==> config.mk <==
export PLATFORM = sky130hd
export DESIGN_NAME = spi_slave_if
export DESIGN_NICKNAME = d
export VERILOG_FILES = /design/src/rtl/spi_slave_if.sv
export SDC_FILE = /design/constraint.sdc
export NUM_CORES = 1
export LEC_CHECK = 0
export ABC_AREA = 1
export CAP_MARGIN = 25
export CORE_UTILIZATION = 35
export DETAILED_ROUTE_END_ITERATION = 10
export DONT_BUFFER_PORTS = 1
export SLEW_MARGIN = 25
export SYNTH_ARGS = -nofsm -noshare
export SYNTH_HDL_FRONTEND = slang
export SYNTH_SLANG_ARGS = --single-unit
==> constraint.sdc <==
create_clock -name clk -period 1.45 [get_ports clk]
set_input_delay 0.0725 -clock clk [delete_from_list [all_inputs] [get_ports clk]]
set_output_delay 0.0725 -clock clk [all_outputs]
set_load 0.02 [all_outputs]
==> src/rtl/spi_slave_if.sv <==
// SPI slave front-end: deserializes 10-bit command frames for the RAM and
// serializes the RAM's read data back on MISO. MOSI is sampled on clk while SS_n is low.
//
// state     | meaning
// ----------+--------------------------------------------------------------
// IDLE      | slave not selected, counters cleared, MISO low
// CHK_CMD   | first frame bit sampled, selects the frame type
// WRITE     | receiving a write-address or write-data frame
// READ_ADD  | receiving a read-address frame
// READ_DATA | receiving a read-data frame, then returning one RAM byte
module spi_slave_if #(
   parameter int DATA_W = 8
) (
   input  logic              clk,
   input  logic              rst_n,
   input  logic              SS_n,
   input  logic              MOSI,
   output logic              MISO,
   output logic [DATA_W+1:0] rx_data,
   output logic              rx_valid,
   input  logic [DATA_W-1:0] tx_data,
   input  logic              tx_valid
);

   localparam int FRAME_W  = DATA_W + 2;
   localparam int CNT_W    = $clog2(FRAME_W + 1);
   localparam int TX_CNT_W = (DATA_W > 1) ? $clog2(DATA_W) : 1;

   typedef enum logic [2:0] {
      IDLE      = 3'd0,
      CHK_CMD   = 3'd1,
      WRITE     = 3'd2,
      READ_ADD  = 3'd3,
      READ_DATA = 3'd4
   } state_t;

   state_t               state, state_nxt;
   logic [CNT_W-1:0]     bit_cnt;
   logic [FRAME_W-2:0]   rx_shift;
   logic                 rx_pend;
   logic                 addr_rcvd;
   logic [DATA_W-1:0]    tx_shift;
   logic [TX_CNT_W-1:0]  tx_cnt;
   logic                 tx_busy;
   logic                 tx_done;
   logic                 rx_shift_en;
   logic                 rx_last;
   logic                 rx_over;
   logic                 tx_load;

   always_ff @(posedge clk or negedge rst_n) begin
      if (!rst_n) state <= IDLE;
      else        state <= state_nxt;
   end

   always_comb begin
      state_nxt   = state;
      rx_shift_en = 1'b0;
      rx_last     = 1'b0;
      rx_over     = 1'b0;
      tx_load     = 1'b0;
      case (state)
         IDLE: begin
            if (!SS_n) state_nxt = CHK_CMD;
         end
         CHK_CMD: begin
            if (SS_n) begin
               state_nxt = IDLE;
            end else begin
               rx_shift_en = 1'b1;
               if (!MOSI)          state_nxt = WRITE;
               else if (!addr_rcvd) state_nxt = READ_ADD;
               else                 state_nxt = READ_DATA;
            end
         end
         WRITE, READ_ADD, READ_DATA: begin
            if (SS_n) begin
               state_nxt = IDLE;
            end else begin
               rx_shift_en = (bit_cnt < CNT_W'(FRAME_W));
               rx_last     = (bit_cnt == CNT_W'(FRAME_W - 1));
               rx_over     = (bit_cnt == CNT_W'(FRAME_W)) && !rx_pend;
               // one read byte per frame, only once the frame has been handed off
               tx_load     = (state == READ_DATA) && rx_over && !tx_busy && !tx_done && tx_valid;
            end
         end
         default: state_nxt = IDLE;
      endcase
   end

   always_ff @(posedge clk or negedge rst_n) begin
      if (!rst_n) begin
         bit_cnt   <= '0;
         rx_shift  <= '0;
         rx_data   <= '0;
         rx_valid  <= 1'b0;
         rx_pend   <= 1'b0;
         addr_rcvd <= 1'b0;
         tx_shift  <= '0;
         tx_cnt    <= '0;
         tx_busy   <= 1'b0;
         tx_done   <= 1'b0;
         MISO      <= 1'b0;
      end else begin
         rx_valid <= 1'b0;
         if (state == IDLE || SS_n) begin
            bit_cnt <= '0;
            rx_pend <= 1'b0;
            tx_busy <= 1'b0;
            tx_done <= 1'b0;
            MISO    <= 1'b0;
         end else begin
            if (rx_shift_en) begin
               rx_shift <= {rx_shift[FRAME_W-3:0], MOSI};
               bit_cnt  <= bit_cnt + 1'b1;
            end
            if (rx_last) begin
               rx_data <= {rx_shift, MOSI};
               rx_pend <= 1'b1;
            end
            if (rx_pend) begin
               rx_valid <= 1'b1;
               rx_pend  <= 1'b0;
               if (state == READ_ADD && rx_data[FRAME_W-1 -: 2] == 2'b10) addr_rcvd <= 1'b1;
            end
            if (tx_load) begin
               tx_shift <= {tx_data[DATA_W-2:0], 1'b0};
               tx_cnt   <= TX_CNT_W'(DATA_W - 1);
               tx_busy  <= 1'b1;
               MISO     <= tx_data[DATA_W-1];
            end else if (tx_busy) begin
               if (tx_cnt == '0) begin
                  tx_busy   <= 1'b0;
                  tx_done   <= 1'b1;
                  MISO      <= 1'b0;
                  addr_rcvd <= 1'b0;
               end else begin
                  tx_cnt   <= tx_cnt - 1'b1;
                  tx_shift <= {tx_shift[DATA_W-2:0], 1'b0};
                  MISO     <= tx_shift[DATA_W-1];
               end
            end
         end
      end
   end

endmodule
==> summary.md, run 1 <==
| Metric | Value |
|---|---|
| Maxcap violations | `0` |
| Synth warnings | `0` |
| Hold Crit Endpoint | `tx_shift[5]` |
| Core area | `5960 µm²` |
| Synth-to-Final Area Change | `29.4%` |
| Pin count of the biggest net entering global routing | `43` |
| Pwr Total | `3.17 mW` |
| Synth cell types | `28` |
| DR iter-0 viols | `67` |
| Comb pwr share | `26.9%` |
| Vias per inst | `4.74` |
| Slew @ Worst Pin | `363 ps` |
| P per Cell Area | `1130 nW/µm²` |
| Worst Clk Skew | `9.52 ps` |
| WL per Instance | `12.9 µm` |
| RR Startpoint | `state[0]` |
| Reg-to-reg setup timing slack | `-40 ps` |
| H-tree Lvls | `2` |
| Root Driver | `clkbuf_8` |
| Failing checks | `negative setup slack` |
| Ports | `25` |
| Vias in the first global route | `1,627` |
| Die Ht | `80.6 µm` |
| Syn Nets | `256` |
| Crit path launch type | `register` |
| Sequential element share of the synthesized area | `48.6%` |
| Clk sink count | `42` |
| Seq cells post-synth | `42` |
| GP Congestion | `0.791` |
| # DRC | `0` |
| Worst R2R End | `rx_data[6]` |
| Required @ worst endpoint | `1650 ps` |
| WL final | `4.54 mm` |
| Setup TNS | `-285 ps` |
| Critical Path AT | `1690 ps` |
| Status | `finished with violations` |
| Top post-synthesis cells by area | `dfrtp_1 49%, nand2_1 11%, o21ai_2 4.0%, inv_1 3.8%, nand3_1 3.7%` |
| Post-Synthesis Cell Area | `2160 µm²` |
| Total CTS buffers | `5` |
| Final min period | `1490 ps` |
| IO Port Bufs | `0` |
| RSZ-0062 raised after global routing | `yes` |
| Starting density of the core | `36.3%` |
| Die X | `80.6 µm` |
| Clock buffer depth | `2` |
| Hold Vio Cnt, Final | `0` |
| Hpwl dp | `2.80 mm` |
| Post-synth ARST share | `100%` |
| Synth cell count leaders | `63 x nand2_1, 42 x dfrtp_1, 22 x inv_1, 16 x nand3_1, 12 x nor2_1` |
| Switch share | `30.7%` |
| GRT Util Overall | `14.6%` |
| Hold Crit Start | `tx_data[4]` |
| EDFF count, synth | `0` |
| Seq pwr share | `43.8%` |
| Min-delay worst type | `input pin to register` |
| Clk Latency, worst-skew pair | `300 ps` |
| FF-to-FF path depth | `7` |
| Fmax | `671 MHz` |
| Worst setup EP type | `register` |
| First-pass GRT wire length | `7.22 mm` |
| Initial antenna violation count | `0` |
| Layout cells sized above 1 | `34.5%` |
| Layout Nets | `295` |
| Num rows | `28` |
| Final worst-path setup slack | `-39.6 ps` |
| Length of the first detailed-routing pass in iterations | `4` |
| Post-synth top area cell | `dfrtp_1` |
| Vias post-DR | `1,674` |
| Ant diodes | `0` |
| Syn_area_per_cell | `9.09 µm²` |
| Relative slew margins | `75.8%` |
| Number of antenna-violating nets in the routed design | `0` |
| Share of the synthesized area in the top cell type | `48.6%` |
| Total grt overflow | `0` |
| Leak | `1.36 nW` |
| Die area | `6500 µm²` |
| Final Cycle Share | `103%` |
| CTS tree | `done` |
| Main synth FF type | `dfrtp_1` |
| Worst hold stages | `4` |
| Endpoints failing setup | `10` |
| CTS clock-pin slew for the worst setup and hold paths | `80 ps` |
| Most frequent cell after synthesis | `nand2_1` |
| Critical path start-end classification | `register to register` |
| Peak supply drop | `361 µV` |
| P_sw | `0.976 mW` |
| Internal Power | `2.20 mW` |
| Count of pins over their slew limit | `0` |
| Synth Instances | `238` |
| CP max FO | `5` |
| Clk network pwr share | `29.3%` |
==> timing repair <==
action	CTS	global route
hold endpoints to repair	47	0
resized for setup	0	36
hold buffers	6	0
buffers inserted	6	10
pin swaps	3	10
setup endpoints to repair	6	21
gates cloned	0	3
==> placed cells by master (no fill, tap or decap), drive strengths merged, types with 2 or more instances in the layout <==
cell type / netlist / layout
inv: 29 / 30
a21oi: 3 / 3
clkbuf: 0 / 8
nand2: 78 / 78
o21ai: 23 / 23
ha: 5 / 5
dfrtp: 42 / 42
buf: 5 / 29
nand3: 21 / 21
nor3: 2 / 2
xor2: 2 / 2
nor2: 16 / 16
nand4: 7 / 7
dlygate4sd3: 0 / 5
==> worst max path at each step <==
stage / from / end / slack [ps]
floorplan: bit_cnt[0] / tx_shift[2] / 40
global placement: state[1] / rx_data[8] / 20
detailed placement: tx_cnt[0] / tx_shift[6] / 20
CTS: state[0] / rx_data[8] / 3
global route: bit_cnt[0] / tx_shift[6] / -100
finish: state[0] / rx_data[6] / -40
==> worst max-delay path, cell delays in order, from the launching register on <==
cell,delay (ps)
dfrtp_1,400
inv_2,120
nand3_4,140
a21boi_4,280
nand3_4,150
clkbuf_16,190
nand2_2,60
o21ai_2,50
==> routing by layer <==
metal	global-route usage (%)	share of wire, %	up-vias	wire (µm)
met5	0	0	-	0
met4	6.07	3.1	0	140
li1	-	-	838	-
met3	3.98	3.6	15	163
met1	17.8	45	791	2050
met2	24.0	48	30	2190
==> state kept, by name, summed over array words and instances, names as in the netlist <==
register,flops
rx_pend,1
state,3
addr_rcvd,1
rx_shift,9
rx_data,10
rx_valid,1
tx_busy,1
tx_done,1
bit_cnt,4
tx_cnt,3
tx_shift,7
MISO,1
==> metrics by stage <==
step | instance area [µm²] | util, % | instances | setup slack [ps] | hold slack, ps
5_1_grt | 2800 | 47.0 | 353 | -103 | 29.1
2_1_floorplan | 2160 | - | 238 | 38.2 | -223
3_5_place_dp | 2320 | 38.9 | 320 | 18.9 | -222
6_report | 2800 | 47.0 | 353 | -39.6 | 18.2
4_1_cts | 2540 | 42.7 | 340 | 2.97 | 11.0
3_3_place_gp | 2320 | 38.9 | 320 | 19.2 | -222
==> kinds of logic after synthesis <==
kind of cell	after synthesis	synth area share (%)
fa+ha+maj	5	2.89
buf+inv	34	7.75
compound gates	29	9.31
xor+xnor	2	0.810
simple gates	126	30.7
flops	42	48.6
==> power groups by stage <==
stage / combinational (mW) / sequential [mW] / clock, mW
after detailed placement: 0.615 / 1.41 / 0
after global placement: 0.601 / 1.41 / 0
after global routing: 0.956 / 1.41 / 0.997
after CTS: 0.711 / 1.38 / 0.948
final: 0.855 / 1.39 / 0.929
after floorplan: 0.452 / 1.41 / 0
==> layout make-up <==
class,instances,area [µm²]
Timing Repair inverter,1,6.26
Tap cell,75,93.8
Multi-Input combinational cell,162,1050
Clock buffer,6,72.6
Sequential cell,42,1050
Fill cell,570,3160
Timing Repair Buffer,36,374
Inverter,29,116
Clock inverter,2,37.5
No activity file was read; power rests on OpenSTA's default activity.
==> run 2, diff against run 1 <==
ABC_AREA = not set   (was 1)
==> summary.md, run 2 <==
| Metric | Value |
|---|---|
| CP Cell Sequence | `buf_4, o21ai_1, and4b_4, mux2_4 (was inv_2, nand3_4, a21boi_4, nand3_4, clkbuf_16, nand2_2, o21ai_2)` |
| Critical path start-end classification | `register to register (unchanged)` |
| Seq cells post-synth | `42 (unchanged)` |
| Ant diodes | `0 (unchanged)` |
| Leak | `1.23 nW (was 1.36 nW)` |
| Final Cycle Share | `113% (was 103%)` |
| IO Port Bufs | `0 (unchanged)` |
| Pin count of the biggest net entering global routing | `43 (unchanged)` |
| Complex-gate fraction of the synthesized area | `5.97% (was 9.31%)` |
| Ports | `25 (unchanged)` |
| Layout Nets | `226 (was 295)` |
| Most frequent cell after synthesis | `dfrtp_1 (was nand2_1)` |
| Share of the synthesized area in the top cell type | `53.9% (was 48.6%)` |
| Synth cell count leaders | `42 x dfrtp_1, 11 x mux2_2, 10 x nor2_1, 9 x a21oi_1, 9 x mux2i_1 (was 63 x nand2_1, 42 x dfrtp_1, 22 x inv_1, 16 x nand3_1, 12 x nor2_1)` |
| Number of antenna-violating nets in the routed design | `0 (unchanged)` |
| Core area | `5240 µm² (was 5960 µm²)` |
| RR Startpoint | `state[1] (was state[0])` |
| Endpoints failing setup | `26 (was 10)` |
| Failing checks | `negative setup slack (unchanged)` |
| Crit path launch type | `register (unchanged)` |
| Required @ worst endpoint | `1630 ps (was 1650 ps)` |
| Hpwl dp | `2.54 mm (was 2.80 mm)` |
| Peak supply drop | `539 µV (was 361 µV)` |
| Worst setup EP type | `register (unchanged)` |
| Simple-Gate Fraction of Synth Area | `14.4% (was 30.7%)` |
| Vias post-DR | `1,399 (was 1,674)` |
| Final min period | `1640 ps (was 1490 ps)` |
| Synth-to-Final Area Change | `36.4% (was 29.4%)` |
| CP max-delay cell | `dfrtp_2 (was dfrtp_1)` |
| Initial antenna violation count | `0 (unchanged)` |
| CTS clock-pin slew for the worst setup and hold paths | `80 ps (about the same)` |
| Total grt overflow | `0 (unchanged)` |
| Synth cell types | `34 (was 28)` |
| Critical Path AT | `1820 ps (was 1690 ps)` |
| Hold Crit Start | `MOSI (was tx_data[4])` |
| Most common cell after layout, fill and taps aside | `dfrtp_1 (was nand2_1)` |
| Num rows | `26 (was 28)` |
| First-pass GRT wire length | `6.81 mm (was 7.22 mm)` |
| Clock buffer depth | `2 (unchanged)` |
| Area share of fa/ha/maj cells after synthesis | `3.21% (was 2.89%)` |
| Final hold slack | `25.4 ps (was 18.2 ps)` |
| Min-delay worst type | `input pin to register (unchanged)` |
| H-tree Lvls | `2 (unchanged)` |
| Fmax | `611 MHz (was 671 MHz)` |
| Clk sink count | `42 (unchanged)` |
| Layout cells sized above 1 | `43.1% (was 34.5%)` |
| WL final | `4.06 mm (was 4.54 mm)` |
| XOR/XNOR Fraction of Synth Area | `0.899% (was 0.810%)` |
| Main combinational cell family by area after synthesis | `multiplexers (was simple AND/OR/NAND/NOR gates)` |
| Relative slew margins | `77.7% (was 75.8%)` |
| Count of pins over their slew limit | `0 (unchanged)` |
| EDFF count, synth | `0 (unchanged)` |
| Setup TNS | `-3670 ps (was -285 ps)` |
| Vias per inst | `5.01 (was 4.74)` |
| Max incr delay on CP | `460 ps (was 400 ps)` |
| Post-synth top area cell | `dfrtp_1 (unchanged)` |
| Sequential element share of the synthesized area | `53.9% (was 48.6%)` |
| Top post-synthesis cells by area | `dfrtp_1 54%, mux2_2 6.4%, mux2_4 6.2%, mux2i_1 4.6%, ha_1 3.2% (was dfrtp_1 49%, nand2_1 11%, o21ai_2 4.0%, inv_1 3.8%, nand3_1 3.7%)` |
| CTS tree | `done (unchanged)` |
| DR iter-0 viols | `66 (was 67)` |
| CP max FO | `6 (was 5)` |
| Reg with most FFs | `rx_data (unchanged)` |
| Root Driver | `clkbuf_8 (unchanged)` |
| Most frequent cells in the layout | `39 x dfrtp_1, 30 x buf_4, 11 x dlygate4sd3_1 (was 58 x nand2_1, 42 x dfrtp_1, 21 x buf_4)` |
| Syn_area_per_cell | `12.2 µm² (was 9.09 µm²)` |
| Clk Latency, worst-skew pair | `300 ps (about the same)` |
| Die area | `5870 µm² (was 6500 µm²)` |
| Post-synth ARST share | `100% (unchanged)` |
| WL per Instance | `14.6 µm (was 12.9 µm)` |
| Vias in the first global route | `1,389 (was 1,627)` |
| Proportion of synthesized area in mux cells | `17.1% (was 0%)` |
| Maxcap violations | `0 (unchanged)` |
| Synth Instances | `160 (was 238)` |
| GRT Util Overall | `15.1% (was 14.6%)` |
| Total CTS buffers | `5 (unchanged)` |
| Die X | `76.6 µm (was 80.6 µm)` |
| Die Ht | `76.6 µm (was 80.6 µm)` |
| Post-Synthesis Cell Area | `1950 µm² (was 2160 µm²)` |
| Max FFs per register | `10 (unchanged)` |
| # DRC | `0 (unchanged)` |
| Main synth FF type | `dfrtp_1 (unchanged)` |
| CP startpoint | `state[1] (was state[0])` |
| Slew @ Worst Pin | `333 ps (was 363 ps)` |
| Final worst-path setup slack | `-187 ps (was -39.6 ps)` |
| Status | `finished with violations (unchanged)` |
| Length of the first detailed-routing pass in iterations | `6 (was 4)` |
| GP Congestion | `0.722 (was 0.791)` |
| Hold Vio Cnt, Final | `0 (unchanged)` |
| P per Cell Area | `1040 nW/µm² (was 1130 nW/µm²)` |
| Worst Clk Skew | `2.91 ps (was 9.52 ps)` |
| Biggest regs | `rx_data x10, rx_shift x9, tx_shift x7 (unchanged)` |
| RSZ-0062 raised after global routing | `yes (unchanged)` |
| Syn Nets | `178 (was 256)` |
| Starting density of the core | `37.2% (was 36.3%)` |
| Synth warnings | `0 (unchanged)` |
[run 2: cell type report]
type	count	area [µm²]
fillers	442	2580
flip-flops and latches	42	1050
multi-input cells	103	918
repair buffers	49	459
well taps	70	87.6
clock buffers	6	72.6
clock inverters	2	37.5
inverters	7	26.3
[run 2: worst paths after layout]
path	slack, ps	depth (start not counted)	end
hold / removal	30	3	state[1]
hold reg to reg	520	1	rx_shift[8]
max in group asynchronous	1000	2	tx_cnt[2]
setup reg to reg	-190	4	rx_shift[1]
setup / recovery	-190	4	rx_shift[1]
min in group asynchronous	240	2	rx_valid
[run 2: worst max-delay path, delay by kind of cell (launching register included)]
family	cells	cell delay, ps
AO/OA/AOI/OAI	1	220
buffers and inverters	1	160
multiplexers	1	320
flip-flops	1	460
AND/OR/NAND/NOR	1	370
[run 2: metrics by stage]
step                setup WS, ps  instances  instance area [µm²]  power, mW  utilization [%]
floorplan                   -130        160                 1980       1.68                -
global placement            -287        243                 2150       1.75             41.1
detailed placement          -393        243                 2150       1.77             41.1
CTS                         -185        272                 2580       2.77             49.4
global route                -260        279                 2660       2.89             50.7
finish                      -187        279                 2660       2.75             50.7
[run 2: routing by layer]
layer | up-vias | wire length [µm] | track usage, %
met5 | - | 0 | 0
met2 | 31 | 2010 | 24.0
met4 | 0 | 69 | 6.35
met3 | 8 | 161 | 4.19
met1 | 704 | 1830 | 19.3
li1 | 656 | - | -
[run 2: kinds of logic after synthesis]
logic type                 count (synthesis)
adders and majority gates                  5
and+or+nand+nor                           47
AOI/OAI and AO/OA                         20
DFF                                       42
xor gates and xnor gates                   2
buffers and inverters                     16
muxes                                     28
[run 2: where the power goes]
group          leakage (nW)  internal [mW]  switching (mW)  total, mW
registers             0.560           1.30           0.114       1.41
logic                 0.621          0.277           0.143      0.421
clock network        0.0514          0.514           0.404      0.918
[run 2: timing repair]
item	CTS	global route
resized for setup	29	4
hold endpoints to repair	58	0
endpoints found under the setup margin	37	37
cloned	4	0
pin swaps	9	6
hold buffers	12	0
buffers inserted	5	7
